**config.mk**
```make
export PLATFORM = sky130hd
export DESIGN_NAME = gelu_cube_root_calculator
export DESIGN_NICKNAME = d
export VERILOG_FILES = /design/src/rtl/gelu_cube_root_calculator_pkg.sv /design/src/rtl/gelu_cube_root_calculator.sv
export SDC_FILE = /design/constraint.sdc
export NUM_CORES = 2
export LEC_CHECK = 0
export ABC_AREA = 0
export BUFFER_PORTS_ARGS = -buffer_cell sky130_fd_sc_hd__clkbuf_2
export CAP_MARGIN = 20
export CORE_AREA = 2 2 375 377
export CTS_BUF_LIST = sky130_fd_sc_hd__clkbuf_2
export CTS_CLUSTER_DIAMETER = 200
export CTS_CLUSTER_SIZE = 14
export DETAILED_ROUTE_END_ITERATION = 6
export DIE_AREA = 0 0 377 379
export GPL_TIMING_DRIVEN = 1
export PLACE_DENSITY_LB_ADDON = 0.05
export SLEW_MARGIN = 20
export SYNTH_ARGS = -nofsm -noshare
export SYNTH_HDL_FRONTEND = slang
export SYNTH_SLANG_ARGS = --single-unit
```
**constraint.sdc**
```tcl
create_clock -name clk -period 9.83 [get_ports clk]
set_input_delay 1.4745 -clock clk [delete_from_list [all_inputs] [get_ports clk]]
set_output_delay 1.4745 -clock clk [all_outputs]
set_load 0.01 [all_outputs]
```
**src/rtl/gelu_cube_root_calculator_pkg.sv**
```systemverilog
// Shared widths and state encoding for the fixed-point cube-root calculator.
package gelu_pkg;
    localparam int DATA_WIDTH_DEF = 24;
    localparam int FRAC_BITS_DEF  = 16;
    localparam int ROOT_W         = 19;
    localparam int N_W            = 56;
    localparam int IDX_W          = 5;
    localparam logic [IDX_W-1:0] IDX_START = IDX_W'(ROOT_W - 1);

    typedef enum logic [1:0] {
        ST_IDLE = 2'd0,
        ST_SQR  = 2'd1,
        ST_CUB  = 2'd2,
        ST_DONE = 2'd3
    } state_e;
endpackage

```
**src/rtl/gelu_cube_root_calculator.sv**
```systemverilog
// Signed fixed-point cube root by bitwise restoring search, one root bit per
// SQR/CUB cycle pair; result truncated toward zero.
module gelu_cube_root_calculator
    import gelu_pkg::*;
#(
    parameter int DATA_WIDTH = DATA_WIDTH_DEF,
    parameter int FRAC_BITS  = FRAC_BITS_DEF
) (
    input  logic                  clk,
    input  logic                  rst,
    input  logic [DATA_WIDTH-1:0] x_in,
    input  logic                  valid_in,
    output logic                  ready_in,
    output logic [DATA_WIDTH-1:0] y_out,
    output logic                  valid_out,
    input  logic                  ready_out,
    output logic                  exact
);
    localparam int SQ_W  = 2 * ROOT_W;
    localparam int CUB_W = 3 * ROOT_W;

    state_e                r_state;
    logic                  r_sign;
    logic [N_W-1:0]        r_n;
    logic [ROOT_W-1:0]     r_y;
    logic [IDX_W-1:0]      r_idx;
    logic [SQ_W-1:0]       r_sq;
    logic [CUB_W-1:0]      r_cube;
    logic [DATA_WIDTH-1:0] r_y_out;
    logic                  r_valid_out;
    logic                  r_exact;

    logic                  w_accept;
    logic [DATA_WIDTH-1:0] w_mag;
    logic [N_W-1:0]        w_n;
    logic [ROOT_W-1:0]     w_t;
    logic [SQ_W-1:0]       w_sq;
    logic [CUB_W-1:0]      w_cube;
    logic                  w_take;
    logic [ROOT_W-1:0]     w_y_next;
    logic [CUB_W-1:0]      w_cube_next;
    logic [DATA_WIDTH-1:0] w_y_ext;

    assign ready_in  = (r_state == ST_IDLE);
    assign w_accept  = valid_in && ready_in;

    // Two's-complement negate keeps the most negative operand as 2^(W-1) unsigned.
    assign w_mag     = x_in[DATA_WIDTH-1] ? (~x_in + 1'b1) : x_in;
    assign w_n       = N_W'(w_mag) << (2 * FRAC_BITS);

    assign w_t       = r_y | (ROOT_W'(1) << r_idx);
    assign w_sq      = SQ_W'(w_t) * SQ_W'(w_t);
    assign w_cube    = CUB_W'(w_t) * CUB_W'(r_sq);
    assign w_take    = (w_cube <= CUB_W'(r_n));

    // The final bit decision and the registered result share the CUB->DONE edge.
    assign w_y_next    = w_take ? w_t : r_y;
    assign w_cube_next = w_take ? w_cube : r_cube;
    assign w_y_ext     = DATA_WIDTH'(w_y_next);

    always_ff @(posedge clk or posedge rst) begin
        if (rst) begin
            r_state     <= ST_IDLE;
            r_sign      <= 1'b0;
            r_n         <= '0;
            r_y         <= '0;
            r_idx       <= '0;
            r_sq        <= '0;
            r_cube      <= '0;
            r_y_out     <= '0;
            r_valid_out <= 1'b0;
            r_exact     <= 1'b0;
        end else begin
            case (r_state)
                ST_IDLE: begin
                    if (w_accept) begin
                        r_sign  <= x_in[DATA_WIDTH-1];
                        r_n     <= w_n;
                        r_y     <= '0;
                        r_cube  <= '0;
                        r_idx   <= IDX_START;
                        r_state <= ST_SQR;
                    end
                end
                ST_SQR: begin
                    r_sq    <= w_sq;
                    r_state <= ST_CUB;
                end
                ST_CUB: begin
                    r_y    <= w_y_next;
                    r_cube <= w_cube_next;
                    if (r_idx == '0) begin
                        r_y_out     <= r_sign ? (-w_y_ext) : w_y_ext;
                        r_exact     <= (w_cube_next == CUB_W'(r_n));
                        r_valid_out <= 1'b1;
                        r_state     <= ST_DONE;
                    end else begin
                        r_idx   <= r_idx - 1'b1;
                        r_state <= ST_SQR;
                    end
                end
                ST_DONE: begin
                    if (ready_out) begin
                        r_valid_out <= 1'b0;
                        r_state     <= ST_IDLE;
                    end
                end
                default: r_state <= ST_IDLE;
            endcase
        end
    end

    assign y_out     = r_y_out;
    assign valid_out = r_valid_out;
    assign exact     = r_exact;
endmodule

```
# Yosys cells after proc, flatten, opt, wreduce, memory -nomap -nowiden
# Index checks and enable logic that the tools add are counted.
# Widths: inputs -> output; s select.
# classes
n_reduce_logical	11
n_shift	1
add_sub_neg	3
bitwise_logic	2
order_cmp	1
n_eq_ne	8
multipliers	2
n_mux	18
# op_table
operator	n
$mux 57	2
$pmux 57 s2	1
$eq 57x56->1	1
$le 57x56->1	1
$mul 19x38->57	1
$mux 24	2
$mul 19x19->38	1
$mux 19	2
$pmux 19 s2	1
$add 24x1->24 const B	1
$neg 19->24	1
$not 24->24	1
$or 19x19->19	1
$shl 1x5->19 const A	1
$mux 5	2
$pmux 5 s2	1
$pmux 2 s4	1
$reduce_and 2->1	4
$mux 2	3
$ne 2x2->1 const B	3
$reduce_and 3->1	2
$logic_not 5->1	1
$sub 5x1->5 const B	1
$eq 2x2->1 const B	2
7 further kinds	9
# word_totals
in_bits	28
ff_bits	172
out_inout_bits	27

# Depth between registers and ports, before layout
# depth
depth_word	7
ltp_mapped	51
mapped_depth_nobuf	45

# Worst setup path after synthesis
# No wires, ideal clock.
# synth_path
path_type	register to register
startpoint	register r_idx[1]
endpoint	register r_y_out[12], in the netlist y_out[12]
stages_incl_launch_ff	48
period_less_slack_ns	10.723
t_arrival_ns	10.645
required_time_ns	9.753
setup_slack_ns	-0.893
path_cell_list	dfrtp_1 -> inv_1 -> ha_1 -> nor2b_1 -> a21oi_1 -> inv_1 -> clkbuf_1 -> clkbuf_1 -> nand2_1 -> fa_1 -> fa_1 -> inv_1 -> fa_1 -> fa_1 -> inv_1 -> fa_1 -> fa_1 -> inv_1 -> (+12 left out) -> ha_1 -> nand4_1 -> or3_1 -> or4_1 -> a2111oi_0 -> nand4_1 -> or3_1 -> buf_6 -> nand2_8 -> buf_12 -> buf_2 -> a21oi_1 -> ha_1 -> nand2_1 -> a21o_1 -> o41ai_1 -> xor2_1 -> a21oi_1
# synth_via
elab_chain_len	7
elab_cells_between_ends	9
cone_classes	1 x add/sub; 1 x mul; 1 x order compare; 1 x shift; 2 x mux; 1 x bitwise; 2 x reduce/logical
# synth_rtl
element	line	source
from (decl)	gelu_cube_root_calculator.sv:26	logic [IDX_W-1:0] r_idx;
from (signal assigned)	gelu_cube_root_calculator.sv:98	r_idx <= r_idx - 1'b1;
$shl 1x5->19	gelu_cube_root_calculator.sv:51	assign w_t = r_y | (ROOT_W'(1) << r_idx);
$or 19x19->19	gelu_cube_root_calculator.sv:51	
$mul 19x38->57	gelu_cube_root_calculator.sv:53	assign w_cube = CUB_W'(w_t) * CUB_W'(r_sq);
$le 57x56->1	gelu_cube_root_calculator.sv:54	assign w_take = (w_cube <= CUB_W'(r_n));
$mux 19	gelu_cube_root_calculator.sv:57	assign w_y_next = w_take ? w_t : r_y;
$neg 19->24	gelu_cube_root_calculator.sv:93	r_y_out <= r_sign ? (-w_y_ext) : w_y_ext;
$mux 24	gelu_cube_root_calculator.sv:93	
to (signal assigned)	gelu_cube_root_calculator.sv:93	
to (decl)	gelu_cube_root_calculator.sv:29	logic [DATA_WIDTH-1:0] r_y_out;
# Parallel ways exist; a longest one is shown, timed or not.
# A chain may end at the register's enable or synchronous reset.

# Worst setup path after layout
# layout_path
startpoint	register r_idx[0]
endpoint	register r_y_out[19], in the netlist y_out[19]
# Same word-level chain as after synthesis.

==> impl_metrics.ini <==
[die]
ios = 55
floorplan.initialDensity = 0.298
die_w_um = 377
design.core.area_sq_um = 139000
die_h_um = 379
dieArea_sq_um = 143000
num_rows = 137

[worst_setup_path]
path_max_fanout = 7
setup.worst_path.class = reg -> reg
crit_path_max_incr_delay_ns = 0.55
worstReg2RegEnd = y_out[19]
cp-start-kind = flip-flop
end_kind = flip-flop
r2r-start = r_idx[0]
slowest_stage = fa_1
arrival_ns = 11.64
reg2regPathDepth = 43
reg2reg_setup_slack_ns = -0.71
crit_start = r_idx[0]
worstPathRequired_ns = 10.93
cpMostUsedCell = fa_1

[placed_design]
finalWeightedCongestion = 0.796
post-place-ws_ns = -1.09
dpl.cell_count = 6770
port_buffers = 54
dpl_cell_area_sq_um = 48000
dpl.hpwl_um = 114000

[cts]
ctsHtreeMaxLevel = 4
path_clk_slew_ns = 0.34
root_buffer = clkbuf_2
cts_made_buffers = 17
insertion_delay_ns = 1.16
cts_max_path_buffers = 2
cts_tree = built
cts.sinks = 171

[global_route]
grt_pass1_wl_um = 213000
overflow = 0
grt_max_degree = 105
grt_antenna_before_repair = 4
grt_pass1_vias = 34781
grt_use_total = 0.199

[power]
p_per_area_nw_per_um2 = 114
peakVddDrop_mv = 0.105
p_leak_nw = 23.0
comb_power_share = 0.708
p_int_mw = 2.83
p_sw_mw = 2.94
power_frac_seq = 0.202
p_clk_frac = 0.089
totalPowerFinal_mw = 5.77
swShare = 0.509

[finish]
final_common_cell = inv_1
stdcell_count = 6894
utilization = 0.364
num-nets-final = 6253
final_cell_mix = inv_1 (867), fa_1 (831), nand2_1 (674), buf_4 (543), ha_1 (283)
fin_area_sq_um = 50500
syn_to_final_growth_pct = 22.2
layout-drive-gt1-share = 0.196

[sta]
slew_violations = 0
final.period_utilization = 1.07
setup_tns_ns = -55.19
tightest_slew_ns = 1.00
layout_min_cycle_time_ns = 10.54
max_slew_margin = 0.333
max_freq_mhz = 94.9
final.setup.worst_slack_ns = -0.712
setup_viol = 100
whs_ns = 0.350
hold_viol = 0
clock_skew_ns = 0.0546
rsz0062_at_grt = yes

[routing]
drt_wl_total_um = 139000
wl_per_cell_um = 20.2
num_vias = 32244
drtPass1Iterations = 5
vias_per_cell = 4.68
antenna_left = 0
drt_iter0_markers = 1717
drc = 0

[yosys]
synthDistinctLibCells = 98
syn-cell-area_sq_um = 41300
yosysWarnings = 0
synth.area.top_cells = fa_1 (41%), dfrtp_1 (10%), ha_1 (9.1%)
syn_area_per_cell_sq_um = 8.99
synth-async-reset-ratio = 1.00
synth_top_area_share = 0.413
synth-seq-area-share = 0.104
synth_seq_cells = 171
synth_ff_type = dfrtp_1
yosys.area.top_type = fa_1
netlist_instances = 4596
synth_edf_count = 0

[status]
violations = negative setup slack
outcome = finished with violations

[job]
maxCapViolCount = 0

[hold_path]
hold_class = in -> async
==> sequential cells by signal (all words and copies together) (netlist names) <==
| signal | count |
|---|---|
| r_cube | 57 |
| r_state | 2 |
| r_sign | 1 |
| r_y | 19 |
| r_idx | 5 |
| valid_out | 1 |
| exact | 1 |
| y_out | 24 |
| r_sq | 37 |
| r_n | 24 |
==> worst max-delay path, delay by kind of cell, from the launching register on <==
kind	cells	cell delay (ns)
fa+ha+maj	9	3.85
simple gates	13	3.02
compound gates	9	1.76
buf+inv	11	1.21
flops	1	0.52
xor+xnor	1	0.11
==> kinds of logic after synthesis <==
family	after synthesis	synth area share
AO/OA/AOI/OAI	557	0.0908
flip-flops	171	0.104
XOR/XNOR	145	0.0321
adder cells (fa/ha/maj)	1154	0.504
AND/OR/NAND/NOR	1408	0.160
other	2	0.000182
buffers and inverters	1144	0.106
multiplexers	15	0.00397
==> synth_stat cells, drive strengths merged (4+ instances only) <==
| cell | number |
|---|---|
| a2111oi | 10 |
| a211o | 9 |
| a211oi | 12 |
| a21o | 59 |
| a21oi | 133 |
| a22o | 53 |
| a31oi | 22 |
| and2 | 290 |
| and3 | 16 |
| and4 | 4 |
| buf | 29 |
| clkbuf | 225 |
| dfrtp | 171 |
| fa | 852 |
| ha | 302 |
| inv | 890 |
| mux2 | 8 |
| mux2i | 7 |
| nand2 | 699 |
| nand2b | 15 |
| nand3 | 28 |
| nand3b | 7 |
| nand4 | 26 |
| nor2 | 201 |
| nor2b | 21 |
| nor3 | 29 |
| nor4 | 23 |
| nor4b | 4 |
| o2111ai | 8 |
| o211ai | 9 |
| o21a | 17 |
| o21ai | 139 |
| o21bai | 10 |
| o22ai | 5 |
| o31ai | 20 |
| o41ai | 9 |
| or2 | 7 |
| or3 | 22 |
| or4 | 13 |
| xnor2 | 71 |
| xnor3 | 4 |
| xor2 | 70 |
==> worst max-delay path by stage <==
stage	to	slack, ns	depth (start not counted)
after floorplan	y_out[12]	-0.0004	47
after global placement	y_out[14]	-1.09	43
after detailed placement	y_out[14]	-1.09	43
after CTS	exact	-0.60	42
after global routing	y_out[18]	-1.05	43
final	y_out[19]	-0.71	43
==> power by group through the flow <==
stage | clock network [mW] | registers (mW) | logic (mW)
floorplan | 0 | 1.07 | 1.79
detailed placement | 0 | 1.18 | 3.37
CTS | 0.549 | 1.17 | 3.67
finish | 0.515 | 1.17 | 4.09
global placement | 0 | 1.18 | 3.38
global route | 0.564 | 1.20 | 4.41
==> metal layers <==
layer | track usage | up-vias | wire length (um)
li1 | - | 15062 | -
met1 | 0.272 | 16717 | 64800
met2 | 0.344 | 403 | 69300
met3 | 0.0166 | 62 | 3430
met4 | 0.0356 | 0 | 1920
met5 | 0 | - | 0
==> cell type report <==
class	instances	area (sq um)
well taps	1807	2260
clock buffers	17	85.1
multi-input cells	3292	34100
inverters	890	3370
diodes	3	7.51
fillers	14545	88300
clock inverters	15	205
flip-flops and latches	171	4290
repair buffers	699	6180
==> what timing repair did <==
| action | CTS | global route |
|---|---|---|
| setup buffers | 42 | 31 |
| hold buffers | 0 | 0 |
| cloned | 5 | 15 |
| resized for setup | 130 | 160 |
| hold endpoints to repair | 0 | 0 |
| endpoints found under the setup margin | 101 | 101 |
| pin swaps | 76 | 109 |
Note: power is estimated with default switching activity, not from simulation.
